## config.mk

```make
export PLATFORM = sky130hd
export DESIGN_NAME = mdu_arb
export DESIGN_NICKNAME = d
export VERILOG_FILES = /design/src/rtl/mdu_arb.sv
export SDC_FILE = /design/constraint.sdc
export NUM_CORES = 1
export LEC_CHECK = 0
export CAP_MARGIN = 20
export CORE_AREA = 2 2 259 261
export CTS_CLUSTER_SIZE = 16
export DETAILED_ROUTE_END_ITERATION = 6
export DIE_AREA = 0 0 261 263
export HOLD_SLACK_MARGIN = 0.03
export PLACE_DENSITY = 0.43
export SETUP_SLACK_MARGIN = 0.4
export SLEW_MARGIN = 20
export SYNTH_ARGS = -nofsm -noshare
export SYNTH_HDL_FRONTEND = slang
export SYNTH_SLANG_ARGS = --single-unit
```

## constraint.sdc

```tcl
create_clock -name i_clk -period 2.95 [get_ports i_clk]
set_input_delay 0.4425 -clock i_clk [delete_from_list [all_inputs] [get_ports i_clk]]
set_output_delay 0.4425 -clock i_clk [all_outputs]
set_load 0.01 [all_outputs]
```

## src/rtl/mdu_arb.sv

```systemverilog
// Two-requester arbiter in front of one shared multi-cycle divider.
// Grants in IDLE (round-robin on contention), issues one start pulse, then routes the result back to the owner.
`ifndef CPU_WIDTH
`define CPU_WIDTH 64
`endif

module mdu_arb #(
    parameter int WIDTH = `CPU_WIDTH,
    parameter int NREQ  = 2
) (
    input  logic                    i_clk,
    input  logic                    i_rst_n,
    input  logic                    i_flush,

    input  logic [NREQ-1:0]         i_req_valid,
    output logic [NREQ-1:0]         o_req_ready,
    input  logic [NREQ-1:0]         i_req_divw,
    input  logic [NREQ-1:0]         i_req_signed,
    input  logic [NREQ*WIDTH-1:0]   i_req_dividend,
    input  logic [NREQ*WIDTH-1:0]   i_req_divisor,

    output logic                    o_div_start,
    input  logic                    i_div_busy,
    input  logic                    i_div_end_valid,
    output logic                    o_div_end_ready,
    output logic                    o_div_divw,
    output logic                    o_div_signed,
    output logic [WIDTH-1:0]        o_div_dividend,
    output logic [WIDTH-1:0]        o_div_divisor,
    input  logic [WIDTH-1:0]        i_div_quotient,
    input  logic [WIDTH-1:0]        i_div_remainder,

    output logic [NREQ-1:0]         o_rsp_valid,
    input  logic [NREQ-1:0]         i_rsp_ready,
    output logic [WIDTH-1:0]        o_rsp_quotient,
    output logic [WIDTH-1:0]        o_rsp_remainder
);

    localparam logic [1:0] S_IDLE  = 2'd0;
    localparam logic [1:0] S_ISSUE = 2'd1;
    localparam logic [1:0] S_WAIT  = 2'd2;

    logic [1:0]       state_q, state_d;
    logic             rr_ptr_q, rr_ptr_d;
    logic             owner_q, owner_d;
    logic             divw_q, divw_d;
    logic             signed_q, signed_d;
    logic [WIDTH-1:0] dividend_q, dividend_d;
    logic [WIDTH-1:0] divisor_q, divisor_d;

    logic             grant;
    logic             in_idle;
    logic             in_issue;
    logic             in_wait;
    logic             any_req;

    assign in_idle  = (state_q == S_IDLE);
    assign in_issue = (state_q == S_ISSUE);
    assign in_wait  = (state_q == S_WAIT);
    assign any_req  = |i_req_valid;

    // A lone requester wins outright; the pointer only breaks ties.
    always_comb begin
        grant = rr_ptr_q;
        case (i_req_valid)
            2'b01:   grant = 1'b0;
            2'b10:   grant = 1'b1;
            default: grant = rr_ptr_q;
        endcase
    end

    always_comb begin
        state_d    = state_q;
        rr_ptr_d   = rr_ptr_q;
        owner_d    = owner_q;
        divw_d     = divw_q;
        signed_d   = signed_q;
        dividend_d = dividend_q;
        divisor_d  = divisor_q;

        if (i_flush) begin
            state_d    = S_IDLE;
            owner_d    = 1'b0;
            divw_d     = 1'b0;
            signed_d   = 1'b0;
            dividend_d = '0;
            divisor_d  = '0;
        end else begin
            case (state_q)
                S_IDLE: begin
                    if (any_req) begin
                        state_d    = S_ISSUE;
                        owner_d    = grant;
                        divw_d     = i_req_divw[grant];
                        signed_d   = i_req_signed[grant];
                        dividend_d = grant ? i_req_dividend[WIDTH +: WIDTH]
                                           : i_req_dividend[0 +: WIDTH];
                        divisor_d  = grant ? i_req_divisor[WIDTH +: WIDTH]
                                           : i_req_divisor[0 +: WIDTH];
                    end
                end
                S_ISSUE: begin
                    if (!i_div_busy) begin
                        state_d = S_WAIT;
                    end
                end
                S_WAIT: begin
                    if (i_div_end_valid && i_rsp_ready[owner_q]) begin
                        state_d    = S_IDLE;
                        rr_ptr_d   = ~owner_q;
                        owner_d    = 1'b0;
                        divw_d     = 1'b0;
                        signed_d   = 1'b0;
                        dividend_d = '0;
                        divisor_d  = '0;
                    end
                end
                default: begin
                    state_d = S_IDLE;
                end
            endcase
        end
    end

    always_ff @(posedge i_clk or negedge i_rst_n) begin
        if (!i_rst_n) begin
            state_q    <= S_IDLE;
            rr_ptr_q   <= 1'b0;
            owner_q    <= 1'b0;
            divw_q     <= 1'b0;
            signed_q   <= 1'b0;
            dividend_q <= '0;
            divisor_q  <= '0;
        end else begin
            state_q    <= state_d;
            rr_ptr_q   <= rr_ptr_d;
            owner_q    <= owner_d;
            divw_q     <= divw_d;
            signed_q   <= signed_d;
            dividend_q <= dividend_d;
            divisor_q  <= divisor_d;
        end
    end

    // Ready is combinational from the request, so it must be masked during reset.
    always_comb begin
        o_req_ready = '0;
        if (i_rst_n && in_idle && !i_flush && any_req) begin
            o_req_ready[grant] = 1'b1;
        end
    end

    assign o_div_start    = in_issue && !i_div_busy && !i_flush;
    assign o_div_divw     = divw_q;
    assign o_div_signed   = signed_q;
    assign o_div_dividend = dividend_q;
    assign o_div_divisor  = divisor_q;

    always_comb begin
        o_rsp_valid = '0;
        if (in_wait && !i_flush) begin
            o_rsp_valid[owner_q] = i_div_end_valid;
        end
    end

    assign o_div_end_ready = in_wait && !i_flush && i_rsp_ready[owner_q];
    assign o_rsp_quotient  = in_wait ? i_div_quotient  : '0;
    assign o_rsp_remainder = in_wait ? i_div_remainder : '0;

endmodule

```

# --- Word level (Yosys, flattened, before mapping) ---
# Cells that the tools add are included.
totals:
  elab_cells: 78
  output_inout_bits: 264
  inputBits: 397
  register_bits: 134
classes:
  magnitude_cmp: 4
  n_reduce_logical: 18
  n_mux: 39
  n_bitwise: 3
  eq_ne: 7
op_table:
  columns: ["op", "n"]
  rows:
  - ["64-bit 2-to-1 mux", 9]
  - ["64-bit one-hot mux with 2 select lines", 2]
  - ["1-bit 2-to-1 mux", 15]
  - ["2-bit 2-to-1 mux", 6]
  - ["1-bit logical AND", 10]
  - ["3-bit AND reduction", 3]
  - ["1-bit one-hot mux with 2 select lines", 4]
  - ["3-bit by 2-bit != test with 1-bit output (second input constant)", 2]
  - ["2-bit one-hot mux with 3 select lines", 1]
  - ["2-bit by 1-bit equality test with 1-bit output (second input constant)", 2]
  - ["2-bit equality test (second input constant)", 2]
  - ["1-bit by 2-bit < comparator with 1-bit output (second input constant)", 2]
  - ["3-bit != test (second input constant)", 1]
  - ["3-bit nonzero test", 1]
  - ["2-bit AND", 1]
  - ["1-bit demux with 1-bit select", 2]
  - ["1-bit >= comparator (second input constant)", 2]
  - ["1-bit zero test", 2]
  - ["2-bit zero test", 1]
  - ["1-bit inverter", 2]
  - ["2-bit OR reduction", 1]

# --- Depth between registers and ports, before layout ---
# Gate-level depths: netlist of the first run.
depth:
  ltp_word: 7
  mapped_depth: 8
  ltp_nobuf: 5

# --- Worst setup path after synthesis of the first run ---
# OpenSTA, ideal clock, no wires.
synth_path:
  path_kind: "input to output"
  from: "in i_req_valid[0]"
  to: "out o_req_ready[0]"
  cell_stages: 5
  t_arrival_ns: 1.535
  required_time_ns: 2.508
  path_buffers: 1
  slack_ns: 0.973
  cell_sequence: "inv_1 > ha_1 > mux2_2 > clkbuf_1 > nor2_1"
synth_between:
  elab_chain_cells: 7
  elab_cells_between_ends: 11
synth_rtl:
  columns: ["item", "line", "text"]
  rows:
  - ["from (decl)", "15", "input logic [NREQ-1:0] i_req_valid,"]
  - ["2-bit equality test or 2-bit by 1-bit equality test with 1-bit output (tied branches)", "65", "case (i_req_valid)"]
  - ["1-bit one-hot mux with 2 select lines", "65", null]
  - ["1-bit by 2-bit < comparator with 1-bit output (implied by the code) or 1-bit >= comparator (tied branches)", "149", "o_req_ready[grant] = 1'b1;"]
  - ["1-bit logical AND (implied by the code)", "149", null]
  - ["1-bit 2-to-1 mux (implied by the code)", "149", null]
  - ["1-bit demux with 1-bit select", "149", null]
  - ["2-bit 2-to-1 mux (*)", "148", "if (i_rst_n && in_idle && !i_flush && any_req) begin"]
  - ["to (decl)", "16", "output logic [NREQ-1:0] o_req_ready,"]
# Mark *: on every way between the ends. The rest lies on a longest branch, timed or not.

# --- Worst setup path in the final report of the first run ---
layout_path:
  from: "reg state_q[0]"
  to: "out o_rsp_quotient[40]"
layout_between:
  elab_chain_cells: 2
layout_rtl:
  columns: ["item", "line", "text"]
  rows:
  - ["from (decl)", "43", "logic [1:0] state_q, state_d;"]
  - ["from (signal assigned)", "135", "state_q <= state_d;"]
  - ["2-bit equality test", "59", "assign in_wait = (state_q == S_WAIT);"]
  - ["64-bit 2-to-1 mux", "167", "assign o_rsp_quotient = in_wait ? i_div_quotient : '0;"]
  - ["to (decl)", "35", "output logic [WIDTH-1:0] o_rsp_quotient,"]
# No other way between the ends.

==> run_summary.xml, run 1 <==
<?xml version="1.0" encoding="UTF-8"?>
<metrics>
  <group name="cts">
    <metric name="ctsLongestPathBuffers" unit="">2</metric>
    <metric name="ctsRootBufferMaster" unit="">sky130_fd_sc_hd__clkbuf_16</metric>
    <metric name="clock-sinks" unit="">134</metric>
    <metric name="tritoncts" unit="">yes</metric>
    <metric name="cts_inserted_buffers" unit="">17</metric>
    <metric name="clock_latency" unit="ns">0.48</metric>
    <metric name="number_of_h_tree_branching_levels" unit="">4</metric>
    <metric name="clkSlewWorstSetupHoldPaths" unit="ns">0.07</metric>
  </group>
  <group name="min_path">
    <metric name="worst_hold_check_path_type" unit="">primary input to flop</metric>
    <metric name="worstHoldEndpoint" unit="">state_q[0]$_DFFE_PN0P_</metric>
    <metric name="hold_depth" unit="">2</metric>
    <metric name="min_from" unit="">i_flush</metric>
  </group>
  <group name="placement">
    <metric name="dp_hpwl" unit="um">48100</metric>
    <metric name="globalplace.congestion" unit="">0.871</metric>
    <metric name="postPlaceCellArea" unit="um2">16800</metric>
    <metric name="port_buffers" unit="">660</metric>
  </group>
  <group name="global_route">
    <metric name="grt_start_max_net_pins" unit="">250</metric>
    <metric name="track_usage" unit="%">19.3</metric>
    <metric name="grt_overflow" unit="">0</metric>
    <metric name="first_global_vias" unit="">11900</metric>
    <metric name="first_pass_grt_wire_length" unit="um">94700</metric>
    <metric name="antenna_found_initial" unit="">9</metric>
  </group>
  <group name="die">
    <metric name="start_util" unit="%">14.2</metric>
    <metric name="die_width" unit="um">261</metric>
    <metric name="die_y" unit="um">263</metric>
    <metric name="floorplan.core_area" unit="um2">65600</metric>
    <metric name="dieArea" unit="um2">68600</metric>
    <metric name="number_of_rows_in_the_core_area" unit="">94</metric>
    <metric name="ioPinCount" unit="">661</metric>
  </group>
  <group name="critical_path">
    <metric name="path_depth_of_the_worst_reg2reg_path" unit="">5</metric>
    <metric name="critical-path-max-stage-delay" unit="ns">0.49</metric>
    <metric name="endpoint_kind" unit="">output port</metric>
    <metric name="timing.rr.end" unit="">o_div_dividend[48]$_DFFE_PN0P_</metric>
    <metric name="crit_type" unit="">flop to output port</metric>
    <metric name="worstPathMaxFanout" unit="">11</metric>
    <metric name="crit_required" unit="ns">2.51</metric>
    <metric name="reg2reg_slack" unit="ns">0.88</metric>
    <metric name="worstSetupStartpointType" unit="">flop</metric>
    <metric name="path_cells" unit="">nor2b_4 &gt; buf_12 &gt; buf_4 &gt; buf_16 &gt; and2_1 &gt; dlygate4sd2_1</metric>
    <metric name="timing.critical_path.arrival" unit="ns">2.05</metric>
    <metric name="worstReg2RegStart" unit="">state_q[0]$_DFFE_PN0P_</metric>
    <metric name="crit_path_top_delay_cell" unit="">sky130_fd_sc_hd__dlygate4sd2_1</metric>
  </group>
  <group name="synth">
    <metric name="ys_ff_latch" unit="">134</metric>
    <metric name="yosys-mux-area-fraction" unit="%">0.468</metric>
    <metric name="synthArstFlopShare" unit="%">100</metric>
    <metric name="synth_top_family_by_area" unit="">simple AND/OR/NAND/NOR gates</metric>
    <metric name="synth_largest_type_area_fraction" unit="%">35.9</metric>
    <metric name="synth_xor_area_share" unit="%">0</metric>
    <metric name="syn-cell-area" unit="um2">9350</metric>
    <metric name="postSynthNetCount" unit="">1385</metric>
    <metric name="synth_edf_count" unit="">0</metric>
    <metric name="synthFlopType" unit="">sky130_fd_sc_hd__dfrtp_1</metric>
    <metric name="synth_compound_area_share" unit="%">21.3</metric>
    <metric name="seq_area_frac_synth" unit="%">35.9</metric>
    <metric name="synthTopCellsByArea" unit="">sky130_fd_sc_hd__dfrtp_1 (36%), sky130_fd_sc_hd__nand4b_1 (24%), sky130_fd_sc_hd__a2111oi_0 (12%)</metric>
    <metric name="netlist.top_cell.by_area" unit="">sky130_fd_sc_hd__dfrtp_1</metric>
    <metric name="post_synth.cell_area_avg" unit="um2">9.48</metric>
    <metric name="synth_fa_ha_area_share" unit="%">0.268</metric>
    <metric name="post_synth_num_cell_types" unit="">30</metric>
    <metric name="synth_warnings" unit="">0</metric>
    <metric name="netlist_instances" unit="">986</metric>
    <metric name="post_synth_and_or_nand_nor_area_fraction" unit="%">34.1</metric>
  </group>
  <group name="sta">
    <metric name="max_slew_margin" unit="%">28.2</metric>
    <metric name="maxSlewViolCount" unit="">0</metric>
    <metric name="rsz_0062_raised_after_global_routing" unit="">no</metric>
    <metric name="finalHoldViolCount" unit="">0</metric>
    <metric name="skew" unit="ns">0.0112</metric>
    <metric name="min_period_over_period" unit="%">84.5</metric>
    <metric name="fmaxAchievable" unit="GHz">0.401</metric>
    <metric name="tightestPinTransition" unit="ns">1.08</metric>
    <metric name="finalSetupTns" unit="ns">0</metric>
    <metric name="finalWorstPathRequiredPeriod" unit="ns">2.49</metric>
    <metric name="fin_hold_ws" unit="ns">0.245</metric>
    <metric name="setup_violations" unit="">0</metric>
  </group>
  <group name="finish">
    <metric name="leading_cell_types_in_the_layout_fill_and_taps_excluded" unit="">sky130_fd_sc_hd__clkdlybuf4s50_1 (523), sky130_fd_sc_hd__nand4b_1 (260), sky130_fd_sc_hd__dfrtp_1 (133)</metric>
    <metric name="layout.cells.most_common" unit="">sky130_fd_sc_hd__clkdlybuf4s50_1</metric>
    <metric name="layout-drive-gt1-share" unit="%">8.13</metric>
    <metric name="final_design_area_no_fill" unit="um2">17400</metric>
    <metric name="final_nets" unit="">1935</metric>
    <metric name="synthToLayoutAreaGrowth" unit="%">86.3</metric>
  </group>
  <group name="run">
    <metric name="maxCapViolCount" unit="">0</metric>
  </group>
  <group name="detailed_routing">
    <metric name="post_drt_wl_per_cell" unit="um">28.6</metric>
    <metric name="drc_errors" unit="">0</metric>
    <metric name="drt_iter0_markers" unit="">775</metric>
    <metric name="via_count" unit="">11700</metric>
    <metric name="drt-vias-per-instance" unit="">4.85</metric>
    <metric name="ant_nets" unit="">0</metric>
    <metric name="detail_route.wirelength" unit="um">69100</metric>
    <metric name="drt_pre_antenna_iters" unit="">5</metric>
  </group>
  <group name="pwr">
    <metric name="cellPowerDensity" unit="nW/um2">446</metric>
    <metric name="total_leakage_power" unit="nW">6.50</metric>
    <metric name="irDropWorstVdd" unit="mV">0.330</metric>
  </group>
  <group name="run_status">
    <metric name="run_status" unit="">finished, final reports clean</metric>
  </group>
</metrics>
-- logic make-up (layout without fill, tap and decap cells) --
kind of cell,count (synthesis),after routing
multiplexers,4,4
AO/OA/AOI/OAI,265,265
adder cells (fa/ha/maj),2,2
buffers and inverters,175,738
other,0,6
AND/OR/NAND/NOR,406,406
flip-flops,134,134
-- repair_timing --
item / CTS / global route
gates resized for setup: 138 / 97
cloned: 6 / 0
setup endpoints to repair: 133 / 63
hold buffers: 1 / 0
endpoints found under the hold margin: 19 / 0
buffers inserted: 5 / 0
-- area by class of cell --
cell class	instances	area (um2)
timing repair buffer	704	7010
clock buffer	18	439
antenna	6	15.0
multi-input combinational	677	5310
clock inverter	14	199
sequential	134	3350
inverter	2	7.51
tap	864	1080
fill	7066	48200
-- sequential cells by signal, indices dropped and copies added (netlist names) --
signal,cells
rr_ptr_q,1
o_div_divisor,64
owner_q,1
o_div_signed,1
o_div_divw,1
o_div_dividend,64
state_q,2
-- how the worst max path moves through the flow --
stage | start | endpoint | slack (ns) | cells past startpoint
after floorplan | i_req_valid[0] | o_req_ready[0] | 0.97 | 5
after global placement | i_req_valid[0] | o_req_ready[1] | -0.06 | 7
after detailed placement | i_req_valid[1] | o_req_ready[0] | -0.03 | 6
after CTS | state_q[0]$_DFFE_PN0P_ | o_rsp_remainder[35] | 0.17 | 6
after global routing | state_q[0]$_DFFE_PN0P_ | o_rsp_quotient[53] | 0.40 | 6
final | state_q[0]$_DFFE_PN0P_ | o_rsp_quotient[40] | 0.46 | 6
-- cell usage after synthesis (2+ instances only) --
| cell | n |
|---|---|
| sky130_fd_sc_hd__a31oi_1 | 130 |
| sky130_fd_sc_hd__nor2b_1 | 2 |
| sky130_fd_sc_hd__mux2_2 | 3 |
| sky130_fd_sc_hd__ha_1 | 2 |
| sky130_fd_sc_hd__buf_4 | 3 |
| sky130_fd_sc_hd__nor2_1 | 4 |
| sky130_fd_sc_hd__nand4b_1 | 260 |
| sky130_fd_sc_hd__buf_6 | 8 |
| sky130_fd_sc_hd__a2111oi_0 | 130 |
| sky130_fd_sc_hd__dfrtp_1 | 134 |
| sky130_fd_sc_hd__buf_2 | 17 |
| sky130_fd_sc_hd__nor3_1 | 2 |
| sky130_fd_sc_hd__clkbuf_1 | 144 |
| sky130_fd_sc_hd__and2_1 | 129 |
| sky130_fd_sc_hd__a21oi_1 | 2 |
| sky130_fd_sc_hd__inv_1 | 2 |
-- through the flow --
| step | cells | utilization [%] | setup slack, ns | total power [mW] |
|---|---|---|---|---|
| floorplan | 986 | - | 0.973 | 3.41 |
| global placement | 2369 | 25.5 | -0.0568 | 5.30 |
| detailed placement | 2369 | 25.5 | -0.0305 | 5.32 |
| CTS | 2413 | 26.6 | 0.171 | 7.93 |
| global route | 2418 | 26.5 | 0.401 | 8.16 |
| finish | 2419 | 26.5 | 0.456 | 7.77 |
-- critical path: cells and delay by family (launching register included) --
family | cells | cell delay (ns)
buf+inv | 4 | 0.89
flops | 1 | 0.42
simple gates | 2 | 0.25
-- power by group --
| group | internal (mW) | total (mW) | switching, mW |
|---|---|---|---|
| sequential | 2.15 | 2.32 | 0.171 |
| clock | 1.45 | 2.50 | 1.05 |
| combinational | 1.50 | 2.95 | 1.45 |
-- metal layers --
metal,part of all wire (%),vias to the layer above,global-route usage (%)
li1,-,5147,-
met1,34,5890,19.4
met2,51,566,34.9
met3,7.6,112,5.30
met4,6.8,6,12.4
met5,0.051,-,0
Note: power is estimated with default switching activity, not from simulation.
==> inputs of run 2 (changes only) <==
--- a/config.mk
+++ b/config.mk
@@ -6,12 +6,12 @@
 export NUM_CORES = 1
 export LEC_CHECK = 0
 export CAP_MARGIN = 20
-export CORE_AREA = 2 2 259 261
+export CORE_AREA = 2 2 254 256
 export CTS_CLUSTER_SIZE = 16
 export DETAILED_ROUTE_END_ITERATION = 6
-export DIE_AREA = 0 0 261 263
+export DIE_AREA = 0 0 256 258
 export HOLD_SLACK_MARGIN = 0.03
-export PLACE_DENSITY = 0.43
+export PLACE_DENSITY = 0.45
 export SETUP_SLACK_MARGIN = 0.4
 export SLEW_MARGIN = 20
 export SYNTH_ARGS = -nofsm -noshare
==> constraint.sdc (replaced) <==
create_clock -name i_clk -period 2.2 [get_ports i_clk]
set_input_delay 0.33 -clock i_clk [delete_from_list [all_inputs] [get_ports i_clk]]
set_output_delay 0.33 -clock i_clk [all_outputs]
set_load 0.01 [all_outputs]
==> run_summary.xml, run 2 (synthesis gave the netlist of run 1 again) <==
<?xml version="1.0" encoding="UTF-8"?>
<metrics>
  <group name="run_status">
    <metric name="run_status" unit="">finished, final reports clean</metric>
  </group>
  <group name="cts">
    <metric name="ctsLongestPathBuffers" unit="">2</metric>
    <metric name="clock-sinks" unit="">134</metric>
    <metric name="ctsRootBufferMaster" unit="">sky130_fd_sc_hd__clkbuf_16</metric>
    <metric name="tritoncts" unit="">yes</metric>
    <metric name="clkSlewWorstSetupHoldPaths" unit="ns">0.06</metric>
    <metric name="number_of_h_tree_branching_levels" unit="">4</metric>
    <metric name="cts_inserted_buffers" unit="">17</metric>
    <metric name="clock_latency" unit="ns">0.49</metric>
  </group>
  <group name="pwr">
    <metric name="total_power" unit="mW">12.0</metric>
    <metric name="cellPowerDensity" unit="nW/um2">546</metric>
    <metric name="irDropWorstVdd" unit="mV">0.647</metric>
    <metric name="total_leakage_power" unit="nW">7.89</metric>
  </group>
  <group name="finish">
    <metric name="final_nets" unit="">2059</metric>
    <metric name="leading_cell_types_in_the_layout_fill_and_taps_excluded" unit="">sky130_fd_sc_hd__clkdlybuf4s50_1 (517), sky130_fd_sc_hd__nand4b_1 (260), sky130_fd_sc_hd__buf_6 (141)</metric>
    <metric name="layout-drive-gt1-share" unit="%">35.4</metric>
    <metric name="synthToLayoutAreaGrowth" unit="%">136</metric>
    <metric name="layout.cells.most_common" unit="">sky130_fd_sc_hd__clkdlybuf4s50_1</metric>
    <metric name="finish.utilization" unit="%">34.6</metric>
  </group>
  <group name="global_route">
    <metric name="grt_overflow" unit="">0</metric>
    <metric name="track_usage" unit="%">19.4</metric>
    <metric name="antenna_found_initial" unit="">16</metric>
    <metric name="first_pass_grt_wire_length" unit="um">93000</metric>
    <metric name="first_global_vias" unit="">12000</metric>
    <metric name="grt_start_max_net_pins" unit="">199</metric>
  </group>
  <group name="critical_path">
    <metric name="timing.critical_path.arrival" unit="ns">1.84</metric>
    <metric name="worstPathMaxFanout" unit="">11</metric>
    <metric name="worstSetupStartpointType" unit="">flop</metric>
    <metric name="crit_required" unit="ns">1.87</metric>
    <metric name="crit_type" unit="">flop to output port</metric>
    <metric name="endpoint_kind" unit="">output port</metric>
  </group>
  <group name="placement">
    <metric name="globalplace.congestion" unit="">0.984</metric>
    <metric name="preCtsSetupSlack" unit="ns">-0.292</metric>
    <metric name="port_buffers" unit="">660</metric>
    <metric name="dp_hpwl" unit="um">48800</metric>
  </group>
  <group name="detailed_routing">
    <metric name="drt-vias-per-instance" unit="">4.98</metric>
    <metric name="via_count" unit="">12600</metric>
    <metric name="drc_errors" unit="">0</metric>
    <metric name="post_drt_wl_per_cell" unit="um">30.9</metric>
    <metric name="ant_nets" unit="">0</metric>
    <metric name="drt_iter0_markers" unit="">981</metric>
    <metric name="detail_route.wirelength" unit="um">78300</metric>
    <metric name="drt_pre_antenna_iters" unit="">5</metric>
  </group>
  <group name="sta">
    <metric name="min_period_over_period" unit="%">98.7</metric>
    <metric name="setup_violations" unit="">0</metric>
    <metric name="finalWorstPathRequiredPeriod" unit="ns">2.17</metric>
    <metric name="finalSetupTns" unit="ns">0</metric>
    <metric name="maxSlewViolCount" unit="">0</metric>
    <metric name="finalHoldViolCount" unit="">0</metric>
    <metric name="tightestPinTransition" unit="ns">1.02</metric>
    <metric name="fmaxAchievable" unit="GHz">0.461</metric>
    <metric name="skew" unit="ns">0.00984</metric>
    <metric name="max_slew_margin" unit="%">32.2</metric>
    <metric name="rsz_0062_raised_after_global_routing" unit="">yes</metric>
    <metric name="fin_hold_ws" unit="ns">0.207</metric>
    <metric name="finalWorstSetupSlack" unit="ns">0.0288</metric>
  </group>
  <group name="die">
    <metric name="number_of_rows_in_the_core_area" unit="">93</metric>
    <metric name="dieArea" unit="um2">66000</metric>
    <metric name="ioPinCount" unit="">661</metric>
    <metric name="floorplan.core_area" unit="um2">63600</metric>
    <metric name="start_util" unit="%">14.7</metric>
    <metric name="die_y" unit="um">258</metric>
    <metric name="die_width" unit="um">256</metric>
  </group>
  <group name="run">
    <metric name="maxCapViolCount" unit="">0</metric>
  </group>
  <group name="min_path">
    <metric name="worst_hold_check_path_type" unit="">primary input to flop</metric>
  </group>
</metrics>
[run 2: layout make-up]
type	instances	area, um2
Multi-Input combinational cell	677	7220
Inverter	2	7.51
Antenna cell	11	27.5
Clock inverter	8	96.3
Sequential cell	134	3350
Timing Repair Buffer	828	9780
Tap cell	855	1070
Fill cell	6437	41600
Clock buffer	23	498
[run 2: worst max-delay path: stages (launching register included)]
cell and delay (ns):
sky130_fd_sc_hd__dfrtp_1 0.39, sky130_fd_sc_hd__nor2b_4 0.14, sky130_fd_sc_hd__buf_12 0.15, sky130_fd_sc_hd__buf_12 0.14, sky130_fd_sc_hd__buf_12 0.12, sky130_fd_sc_hd__buf_16 0.13, sky130_fd_sc_hd__and2_4 0.15, sky130_fd_sc_hd__buf_6 0.12
[run 2: where the power goes]
group          switching (mW)  total, mW  leakage [nW]  internal (mW)
Combinational            2.64       5.72          5.94           3.08
Clock                    1.29       3.09         0.295           1.80
Sequential              0.345       3.23          1.66           2.89
[run 2: timing repair]
action                     4_1_cts  5_1_grt
hold endpoints to repair        91        0
setup endpoints to repair      306      304
gates resized for setup        772      388
pin swaps                       39       81
setup buffers                   10       40
hold buffers                     1        0
gates cloned                     9       49
[run 2: worst paths after layout]
path	start	endpoint	slack, ns	depth (start not counted)
worst min-delay path	i_flush	state_q[0]$_DFFE_PN0P_	0.21	2
worst max register to register	owner_q$_DFFE_PN0P_	o_div_dividend[46]$_DFFE_PN0P_	0.19	7
min in group asynchronous	i_rst_n	o_div_dividend[32]$_DFFE_PN0P_	0.49	3
worst min register to register	owner_q$_DFFE_PN0P_	rr_ptr_q$_DFFE_PN0P_	0.54	1
max in group asynchronous	i_rst_n	o_div_divisor[7]$_DFFE_PN0P_	0.74	4
worst max-delay path	state_q[1]$_DFFE_PN0P_	o_rsp_quotient[60]	0.03	7
[run 2: routing by layer]
metal / GRT usage (%) / share of wire [%] / vias up / routed length, um
li1: - / - / 5426 / -
met1: 20.0 / 37 / 6455 / 28600
met2: 34.3 / 50 / 639 / 39400
met3: 6.24 / 7.8 / 112 / 6100
met4: 11.8 / 5.4 / 4 / 4210
met5: 0 / 0.033 / - / 26
[run 2: stage by stage]
step                instances  cell area, um2
finish                   2538           22000
global route             2536           22000
CTS                      2438           18500
detailed placement       2387           17200
global placement         2387           17200
floorplan                 986            9360
